### src/rtl/pipe_stage_elastic.sv
// Elastic inter-stage register: valid/ready handshake, optional 2-entry skid,
// synchronous flush, bubble-masked control payload and a saturating stall counter.
module pipe_stage_elastic #(
  parameter int DATA_W = 64,
  parameter int CTRL_W = 8,
  parameter int SKID   = 1,
  parameter int CNT_W  = 16
) (
  input  logic              clk,
  input  logic              rst,
  input  logic              flush,
  input  logic              in_valid,
  output logic              in_ready,
  input  logic [DATA_W-1:0] in_data,
  input  logic [CTRL_W-1:0] in_ctrl,
  output logic              out_valid,
  input  logic              out_ready,
  output logic [DATA_W-1:0] out_data,
  output logic [CTRL_W-1:0] out_ctrl,
  output logic [1:0]        occupancy,
  output logic [CNT_W-1:0]  stall_cnt
);

  logic              main_vld_q, main_vld_d;
  logic              skid_vld_q, skid_vld_d;
  logic [DATA_W-1:0] main_data_q, main_data_d;
  logic [CTRL_W-1:0] main_ctrl_q, main_ctrl_d;
  logic [DATA_W-1:0] skid_data_q, skid_data_d;
  logic [CTRL_W-1:0] skid_ctrl_q, skid_ctrl_d;
  logic [CNT_W-1:0]  stall_q, stall_d;
  logic              push, pop;

  // Skid mode keeps in_ready off the out_ready path; single-entry mode does not.
  assign in_ready = (SKID != 0) ? (rst & ~skid_vld_q)
                                : (rst & (~main_vld_q | out_ready));
  assign push = in_valid & in_ready;
  assign pop  = main_vld_q & out_ready;

  always_comb begin
    main_vld_d  = main_vld_q;
    skid_vld_d  = skid_vld_q;
    main_data_d = main_data_q;
    main_ctrl_d = main_ctrl_q;
    skid_data_d = skid_data_q;
    skid_ctrl_d = skid_ctrl_q;
    if (SKID != 0) begin
      if (skid_vld_q) begin
        if (pop) begin
          main_data_d = skid_data_q;
          main_ctrl_d = skid_ctrl_q;
          skid_vld_d  = 1'b0;
        end
      end else if (main_vld_q) begin
        if (pop && push) begin
          main_data_d = in_data;
          main_ctrl_d = in_ctrl;
        end else if (pop) begin
          main_vld_d = 1'b0;
        end else if (push) begin
          skid_data_d = in_data;
          skid_ctrl_d = in_ctrl;
          skid_vld_d  = 1'b1;
        end
      end else if (push) begin
        main_data_d = in_data;
        main_ctrl_d = in_ctrl;
        main_vld_d  = 1'b1;
      end
    end else begin
      if (push) begin
        main_data_d = in_data;
        main_ctrl_d = in_ctrl;
        main_vld_d  = 1'b1;
      end else if (pop) begin
        main_vld_d = 1'b0;
      end
    end
  end

  always_comb begin
    stall_d = stall_q;
    if (main_vld_q && !out_ready && (stall_q != {CNT_W{1'b1}}))
      stall_d = stall_q + {{(CNT_W-1){1'b0}}, 1'b1};
  end

  // Flush drops entries but leaves payload registers untouched.
  always_ff @(posedge clk) begin
    if (!rst) begin
      main_vld_q  <= 1'b0;
      skid_vld_q  <= 1'b0;
      main_data_q <= '0;
      main_ctrl_q <= '0;
      skid_data_q <= '0;
      skid_ctrl_q <= '0;
      stall_q     <= '0;
    end else begin
      stall_q <= stall_d;
      if (flush) begin
        main_vld_q <= 1'b0;
        skid_vld_q <= 1'b0;
      end else begin
        main_vld_q  <= main_vld_d;
        skid_vld_q  <= skid_vld_d;
        main_data_q <= main_data_d;
        main_ctrl_q <= main_ctrl_d;
        skid_data_q <= skid_data_d;
        skid_ctrl_q <= skid_ctrl_d;
      end
    end
  end

  assign out_valid = main_vld_q;
  assign out_data  = main_data_q;
  assign out_ctrl  = main_ctrl_q & {CTRL_W{main_vld_q}};
  assign occupancy = {1'b0, main_vld_q} + {1'b0, skid_vld_q};
  assign stall_cnt = stall_q;

endmodule

### config.mk
export PLATFORM = sky130hd
export DESIGN_NAME = pipe_stage_elastic
export DESIGN_NICKNAME = d
export VERILOG_FILES = /design/src/rtl/pipe_stage_elastic.sv
export SDC_FILE = /design/constraint.sdc
export NUM_CORES = 1
export LEC_CHECK = 0
export ABC_CLOCK_PERIOD_IN_PS = 2500
export BUFFER_PORTS_ARGS = -buffer_cell sky130_fd_sc_hd__buf_4
export CORE_MARGIN = 10
export CORE_UTILIZATION = 40
export DETAILED_ROUTE_END_ITERATION = 10
export HOLD_SLACK_MARGIN = 0.06
export PLACE_DENSITY = 0.64
export SLEW_MARGIN = 25
export SYNTH_ARGS = -nofsm -noshare
export SYNTH_HDL_FRONTEND = slang
export SYNTH_SLANG_ARGS = --single-unit
### constraint.sdc
create_clock -name clk -period 2.5 [get_ports clk]
set_input_delay 0.125 -clock clk [delete_from_list [all_inputs] [get_ports clk]]
set_output_delay 0.125 -clock clk [all_outputs]
set_load 0.01 [all_outputs]
# After elaboration in Yosys (flattened, before gate mapping)
# Index checks and enable logic that the tools add are counted.
[word_totals]
register_bits = 162
latch_bits = 0
ramBits = 0
mem_bits_ro = 0
inputBits = 77
output_inout_bits = 92
word_cells = 47
n_memories = 0
[classes]
addsub = 2
mul = 0
div = 0
order_cmp = 0
n_eq_ne = 3
n_shift = 0
n_mux = 18
bitwise = 9
reduce_logical = 8
[op_table]
columns = ["cell", "n"]
rows = [
  ["$mux W64", 5],
  ["$mux W8", 5],
  ["$add A16 B1 Y16 const B", 1],
  ["$ne A16 B16 Y1 const B", 1],
  ["$and A8 B8 Y8", 1],
  ["$mux W1", 8],
  ["$reduce_and A6 Y1", 1],
  ["$not A1 Y1", 5],
  ["$reduce_and A4 Y1", 1],
  ["$and A1 B1 Y1", 3],
  ["$logic_and A1 B1 Y1", 3],
  ["$ne A3 B1 Y1 const B", 1],
  ["$reduce_bool A3 Y1", 1],
  ["$add A1 B1 Y2", 1],
  ["$ne A2 B1 Y1 const B", 1],
  ["$reduce_or A2 Y1", 1],
  ["$logic_not A1 Y1", 1],
]

# Longest topological paths before layout
# Gate-level depths: netlist of the first run.
[depth]
word_depth = 8
depth_mapped = 9
depth_no_buf = 6

# Worst setup path before layout of the first run
# Ideal clock, no wire load.
[synth_timing]
path_kind = "register to register"
start = "register skid_vld_q"
end = "register main_ctrl_q[7]"
setup_ns = 0.138
arrival_time_ns = 2.266
required_ns = 2.362
slack_ns = 0.097
path_stages_with_launch = 10
path_buffers = 4
synth_period_minus_slack_ns = 2.403
cell_sequence = "dfxtp_1 clkbuf_1 buf_2 inv_1 ha_1 or2_2 a211oi_2 buf_2 buf_1 a211oi_1"
[synth_via]
elab_chain_cells = 6
elab_cells_between_ends = 9
classes_between = "eq/ne (2); mux (1); bitwise (3); reduce/logical (3)"
[synth_lines]
columns = ["element", "line_no", "text"]
rows = [
  ["start, declared", "25", "logic skid_vld_q, skid_vld_d;"],
  ["start signal, assigned", "103", "skid_vld_q <= skid_vld_d;"],
  ["$not A1 Y1 (no source line)", "--", ""],
  ["$and A1 B1 Y1", "34", "assign in_ready = (SKID != 0) ? (rst & ~skid_vld_q)"],
  ["$and A1 B1 Y1", "36", "assign push = in_valid & in_ready;"],
  ["$logic_and A1 B1 Y1", "54", "if (pop && push) begin"],
  ["$ne A3 B1 Y1 (no source line)", "--", ""],
  ["$reduce_and A4 Y1 (no source line)", "--", ""],
  ["end signal, assigned", "105", "main_ctrl_q <= main_ctrl_d;"],
  ["end, declared", "27", "logic [CTRL_W-1:0] main_ctrl_q, main_ctrl_d;"],
]
# Parallel ways exist; a longest one is shown, timed or not.
# A chain may end at the register's enable or synchronous reset.

# Worst setup path in the final report of the first run
[layout_timing]
start = "register skid_vld_q"
end = "register main_data_q[27], in the netlist out_data[27]"
[layout_via]
elab_chain_cells = 6
elab_cells_between_ends = 9
classes_between = "eq/ne (2); mux (1); bitwise (3); reduce/logical (3)"
[layout_lines]
columns = ["element", "line_no", "text"]
rows = [
  ["$not A1 Y1 (no source line)", "--", ""],
  ["$and A1 B1 Y1", "34", ""],
  ["$and A1 B1 Y1", "36", ""],
  ["$logic_and A1 B1 Y1", "54", ""],
  ["$ne A3 B1 Y1 (no source line)", "--", ""],
  ["$reduce_and A4 Y1 (no source line)", "--", ""],
  ["end signal, assigned", "104", "main_data_q <= main_data_d;"],
  ["end, declared", "26", "logic [DATA_W-1:0] main_data_q, main_data_d;"],
]
# Parallel ways exist; a longest one is shown, timed or not.

==> metrics.md, run 1 <==
| Metric | Value |
|---|---|
| Max cap viols | 0 |
| Top cell type's share of synthesized area | around half |
| Flop2flop setup slack | 0.26 ns |
| H-tree Lvls | 4 |
| Outcome | finished, final reports clean |
| Clock Latency Late Sink | between 0.4 and 0.5 ns |
| Required @ worst endpoint | around 2.8 ns |
| Peak supply drop | 0.000510 V |
| Register area | 3250 um2 |
| CP Capture Type | register |
| R2R depth | 7 |
| Worst-Margin Slew | approximately 0.69 ns |
| Drt drc | 0 |
| Synthesized instance count | 760 |
| Synthesized flop and latch total | 162 |
| Hold crit path type | in -> reg |
| Initial antenna violation count | 0 |
| GPL Wtd Cong | 0.791 |
| Crit path from | skid_vld_q$_SDFF_PP0_ |
| Yosys warns | 0 |
| Worst Hold End | out_valid$_SDFFE_PP0N_ |
| Largest net degree at the start of global routing | 66 |
| Reg2Reg Capture Point | out_data[27]$_SDFFE_PN0P_ |
| Final Util | 58.6% |
| Worst slew margin relative to its limit | 54.0% |
| Number of global-route vias before repair | 5826 |
| # nets final | 1057 |
| Startpoint types | register |
| Area leader, netlist | dfxtp_1 |
| Root Buffer | clkbuf_16 |
| Num CTS Buffers | 17 |
| RSZ-0062 raised after global routing | false |
| EDFF count, synth | 0 |
| Critical path class | reg -> reg |
| Vias/cell | 4.97 |
| Sequential fraction of the synthesis area | 49.1% |
| Clock sink total | 162 |
| Die X | 149 um |
| CTS tree | yes |
| GR Util All Layers | 16.7% |
| Worst-case clock buffer depth | 2 |
| Post-Route WL | between 15 and 20 mm |
| Fin crit share | 89.8% |
| Area delta synth->final | 42.6% |
| Antenna Nets Post-Route | 0 |
| Reg-to-reg startpoint | skid_vld_q$_SDFF_PP0_ |
| Post-detail-place hpwl | 12.0 mm |
| Worst-path clk slew | about 0.060 ns |
| Share of layout cells above drive strength 1 | a little under a quarter |
| Slew Viols, Final | 0 |
| Endpoints failing hold | 0 |
| Ys async rst share | 0% |
| Most frequent cell after synthesis | dfxtp_1 |
| Syn Area/Cell | 8.69 um2 |
| Grt total ovfl | 0 |
| Die Area | 22100 um2 |
| Post-CTS sizing | 0 |
| Fmax achieved | approximately 0.45 GHz |
| PortBufs | 168 |
| Hold Path Cell Cnt | 3 |
| Starting Density | 41.1% |
| Worst clock skew | 0.00752 ns |
| DR iter-0 viols | 287 |
| Via Count | 5988 |
| Period minus WS final | 2.24 ns |
| Setup violators final | 0 |
| Die H | 149 um |
| Post-synth top flop | dfxtp_1 |
| Crit path DAT | between 2 and 3 ns |
| Core area | 16100 um2 |
| Commonest cells in the netlist | dfxtp_1, nand2_1, a21oi_1 |
| I/O Pins | 169 |
| Antenna cells | 0 |
| Synthesized area | between 6000 and 7000 um2 |
| Largest cells by area after synthesis | dfxtp_1, mux2i_1, nand2_1 |
| P_leak | 3.46 nW |
| Syn nets | 841 |
| Number of library cell types mapped by synthesis | 40 |
| Drt first pass iters | 4 |
| Critical-path maximum fanout | 52 |
| Routed WL per cell | around 15 um |
| Pwr dens | around 630 nW/um2 |
| FP Rows | 46 |
| Multi-input logic area | 3110 um2 |
| Worst Min Path Start | in_valid |
| # fillers | about 1400 |
| TNS Setup | 0 ns |
| First-pass GRT wire length | just over 30 mm |
-- layout by cell type (no fill, tap or decap), drive strengths merged --
cell,netlist,layout
ha,4,4
a21oi,87,87
or2,2,2
and2,8,8
nand2b,3,3
nand3b,1,1
nand2,151,151
o2111ai,1,1
mux2i,74,74
or2b,1,1
dfxtp,162,162
nand4,7,7
or4,7,7
o31ai,5,5
nor4,1,1
xor2,1,1
a211oi,74,74
o21ai,8,8
a21o,1,1
nand3,6,6
clkbuf,45,21
a2bb2oi,1,1
or3,7,7
clkinv,1,4
and4,2,2
clkinvlp,0,4
nor2,75,75
dlygate4sd3,0,75
bufinv,0,2
nor3,3,3
or3b,1,1
inv,3,4
nand4b,1,1
and4b,1,1
buf,16,183
-- what timing repair did --
item	in CTS	in global routing
hold endpoints to repair	134	0
hold buffers	75	0
setup buffers	0	0
-- per-layer routing --
metal  GRT usage [%]  share of wire (%)
met1            20.8                 46
met3            5.34                6.9
met2            26.6                 46
met4            5.55                1.1
met5               0                  0
-- registers in the layout, indices dropped and copies added (netlist names) --
register,count
main_ctrl_q,8
out_data,64
out_valid,1
skid_ctrl_q,8
skid_data_q,64
skid_vld_q,1
stall_cnt,16
-- per-stage QoR --
| step | setup WS [ns] | std cells | area, um2 | hold slack (ns) | total power, mW |
|---|---|---|---|---|---|
| floorplan | 0.0967 | 760 | 6610 | 0.225 | 3.06 |
| global placement | 0.313 | 1098 | 8100 | 0.379 | 3.38 |
| detailed placement | 0.275 | 1098 | 8100 | 0.371 | 3.39 |
| CTS | 0.254 | 1204 | 9420 | 0.0779 | 6.03 |
| global route | 0.0671 | 1204 | 9420 | 0.120 | 6.21 |
| finish | 0.255 | 1204 | 9420 | 0.100 | 5.96 |
-- final cells by class --
cell class / instances / area share [%]
clock buffer: 21 / 4.89
timing repair buffer: 258 / 23.4
sequential: 162 / 34.5
tap: 216 / 2.87
multi-input combinational: 533 / 33.1
inverter: 4 / 0.186
clock inverter: 10 / 1.17
-- cells by family after synthesis --
logic type,count (synthesis),synth area share [%]
buf+inv,65,4.11
compound gates,177,16.6
flops,162,49.1
simple gates,277,18.0
fa+ha+maj,4,0.758
mux,74,11.2
xor+xnor,1,0.133
-- where the power goes --
group | total (mW) | internal, mW | switching, mW
Sequential | 2.73 | 2.67 | 0.0576
Clock | 2.54 | 1.51 | 1.03
Combinational | 0.690 | 0.368 | 0.322
-- worst max-delay path, stage by stage (launching register included) --
cell and delay, ns:
dfxtp_4 0.50, inv_1 0.12, ha_1 0.21, or2_2 0.30, a211oi_4 0.43, buf_12 0.29
nor2_1 0.06, a211oi_1 0.22
-- worst max path at each step --
stage,end,slack [ns]
final,out_data[27]$_SDFFE_PN0P_,0.26
after global placement,stall_cnt[15]$_SDFFE_PN0P_,0.31
after global routing,out_data[13]$_SDFFE_PN0P_,0.07
after CTS,out_data[25]$_SDFFE_PN0P_,0.25
after detailed placement,out_data[26]$_SDFFE_PN0P_,0.27
after floorplan,main_ctrl_q[7]$_SDFFE_PN0P_,0.1
Note: power is estimated with default switching activity, not from simulation.
==> run 2, diff against run 1 <==
- RECOVER_POWER: unset -> 100
- SETUP_SLACK_MARGIN: unset -> 0.1
==> metrics.md, run 2 (synthesis results as in run 1) <==
| Metric | Value |
|---|---|
| Worst path cell trace | clkbuf_2 > ha_1 > clkbuf_1 |
| Fin crit share | 90.9% |
| Critical-path maximum fanout | 27 |
| # nets final | 1057 |
| Post-detail-place hpwl | 12.1 mm |
| Setup violators final | 0 |
| Pre-CTS setup slack | around 0.23 ns |
| Critical path class | reg -> out |
| FP Rows | 46 |
| Share of layout cells above drive strength 1 | 14.0% |
| Hold Path Cell Cnt | 3 |
| Worst-Margin Slew | 0.921 ns |
| Worst clock skew | 0.00680 ns |
| Period minus WS final | 2.27 ns |
| Largest net degree at the start of global routing | 59 |
| Die H | 149 um |
| Top routing layer used | met4 |
| P_leak | about 3.1 nW |
| Peak supply drop | 0.000461 V |
| Required @ worst endpoint | 2.38 ns |
| Worst slew margin relative to its limit | 38.6% |
| Drt first pass iters | 4 |
| Antenna cells | 0 |
| Max cap viols | 0 |
| PortBufs | 168 |
| CP Capture Type | output port |
| Fmax achieved | 0.440 GHz |
| Die X | 149 um |
| Vias/cell | approximately 4.9 |
| TNS Setup | 0 ns |
| Startpoint types | register |
| Endpoints failing hold | 0 |
| Worst-case clock buffer depth | 2 |
| Crit path from | skid_vld_q$_SDFF_PP0_ |
| Via Count | 5932 |
| Grt total ovfl | 0 |
| Initial antenna violation count | 0 |
| Switching Share | 23.2% |
| Core area | ~16000 um2 |
| R2R depth | 7 |
| Part of the power in registers | 45.9% |
| Metal2 WL | 8.66 mm |
| NetSw | 1.38 mW |
| Min setup slack post-route | 0.227 ns |
| Slew Viols, Final | 0 |
| Worst Min Path Start | in_valid |
| Die Area | 22100 um2 |
| Post-Route WL | 18.5 mm |
| Pwr dens | 655 nW/um2 |
| Metal3 WL | 1.27 mm |
| Antenna Nets Post-Route | 0 |
| Internal power | 4.56 mW |
| Worst-path clk slew | around 0.06 ns |
| Logic pwr share | 10.6% |
| GR Util All Layers | 16.5% |
| Number of global-route vias before repair | 5785 |
| Most common cell after layout, fill and taps aside | dfxtp_1 |
| Clock sink total | 162 |
| Num CTS Buffers | 17 |
| Outcome | finished, final reports clean |
| H-tree Lvls | 4 |
| Clock Latency Late Sink | 0.41 ns |
| RSZ-0062 raised after global routing | false |
| DR iter-0 viols | between 300 and 400 |
| M1 wire length | 8.40 mm |
| Clock share of power | 43.5% |
| Crit path DAT | 2.15 ns |
| CP max stage delay | 0.76 ns |
| Hold crit path type | in -> reg |
| CTS tree | yes |
| Routed WL per cell | 15.4 um |
| GPL Wtd Cong | 0.739 |
| First-pass GRT wire length | 29.9 mm |
| Commonest cells after routing, fill and taps aside | dfxtp_1, nand2_1, buf_4 |
| Register area | 3250 um2 |
| Multi-input logic area | 3100 um2 |
| Reg-to-reg startpoint | skid_vld_q$_SDFF_PP0_ |
| Area delta synth->final | 37.3% |
| Critical Path Slowest Stage Cell | clkbuf_2 |
| Starting Density | 41.1% |
| Root Buffer | clkbuf_16 |
| Drt drc | 0 |
| # fillers | 1546 |
| I/O Pins | 169 |
## run 2: changes by cell type in the layout (fill, tap and decap cells not counted), moves of 2 or more
cell / change
and2_0: +8
and2_1: -8
buf_12: -2
buf_4: -86
clkbuf_1: +83
clkbuf_2: +3
## run 2: repair_timing
item,in CTS,in global routing
hold endpoints to repair,108,0
hold buffers,75,0
gates resized for setup,0,1
endpoints found under the setup margin,0,14
setup buffers,0,0
## run 2: per-stage QoR
stage	power (mW)	hold slack [ns]	std cells	util [%]	cell area [um2]
after CTS	6.09	0.0881	1203	58.6	9410
after floorplan	3.06	0.225	760	-	6610
after global routing	6.20	0.103	1203	56.5	9070
final	5.94	0.119	1203	56.5	9070
after detailed placement	3.39	0.371	1098	50.3	8070
after global placement	3.38	0.377	1098	50.3	8070
## run 2: final cells by class
| type | instances | area share [%] |
|---|---|---|
| Clock inverter | 10 | 1.50 |
| Clock buffer | 20 | 4.92 |
| Tap cell | 216 | 2.98 |
| Inverter | 4 | 0.193 |
| Sequential cell | 162 | 35.8 |
| Timing Repair Buffer | 258 | 20.4 |
| Multi-Input combinational cell | 533 | 34.2 |
## run 2: power by group through the flow
stage / combinational, mW / sequential [mW] / clock, mW
6_report: 0.630 / 2.73 / 2.58
5_1_grt: 0.697 / 2.74 / 2.76
4_1_cts: 0.698 / 2.73 / 2.66
3_5_place_dp: 0.602 / 2.79 / 0
3_3_place_gp: 0.596 / 2.78 / 0
2_1_floorplan: 0.253 / 2.81 / 0
## run 2: path summary, 6_finish.rpt
kind / slack [ns] / endpoint
worst max-delay path: 0.23 / occupancy[1]
worst min-delay path: 0.12 / out_valid$_SDFFE_PP0N_
worst max register to register: 0.27 / out_data[21]$_SDFFE_PN0P_
worst min register to register: 0.45 / skid_data_q[33]$_SDFFE_PN0P_
## run 2: routing by layer
layer  vias to the layer above  GRT usage [%]
met4                         0           4.01
met5                         -              0
met2                       144           27.0
met3                        12           5.61
li1                       3075              -
met1                      2701           20.3
## run 2: worst max-delay path, delay by kind of cell, from the launching register on
kind | cells | cell delay [ns]
buf+inv | 2 | 0.92
flops | 1 | 0.51
fa+ha+maj | 1 | 0.30
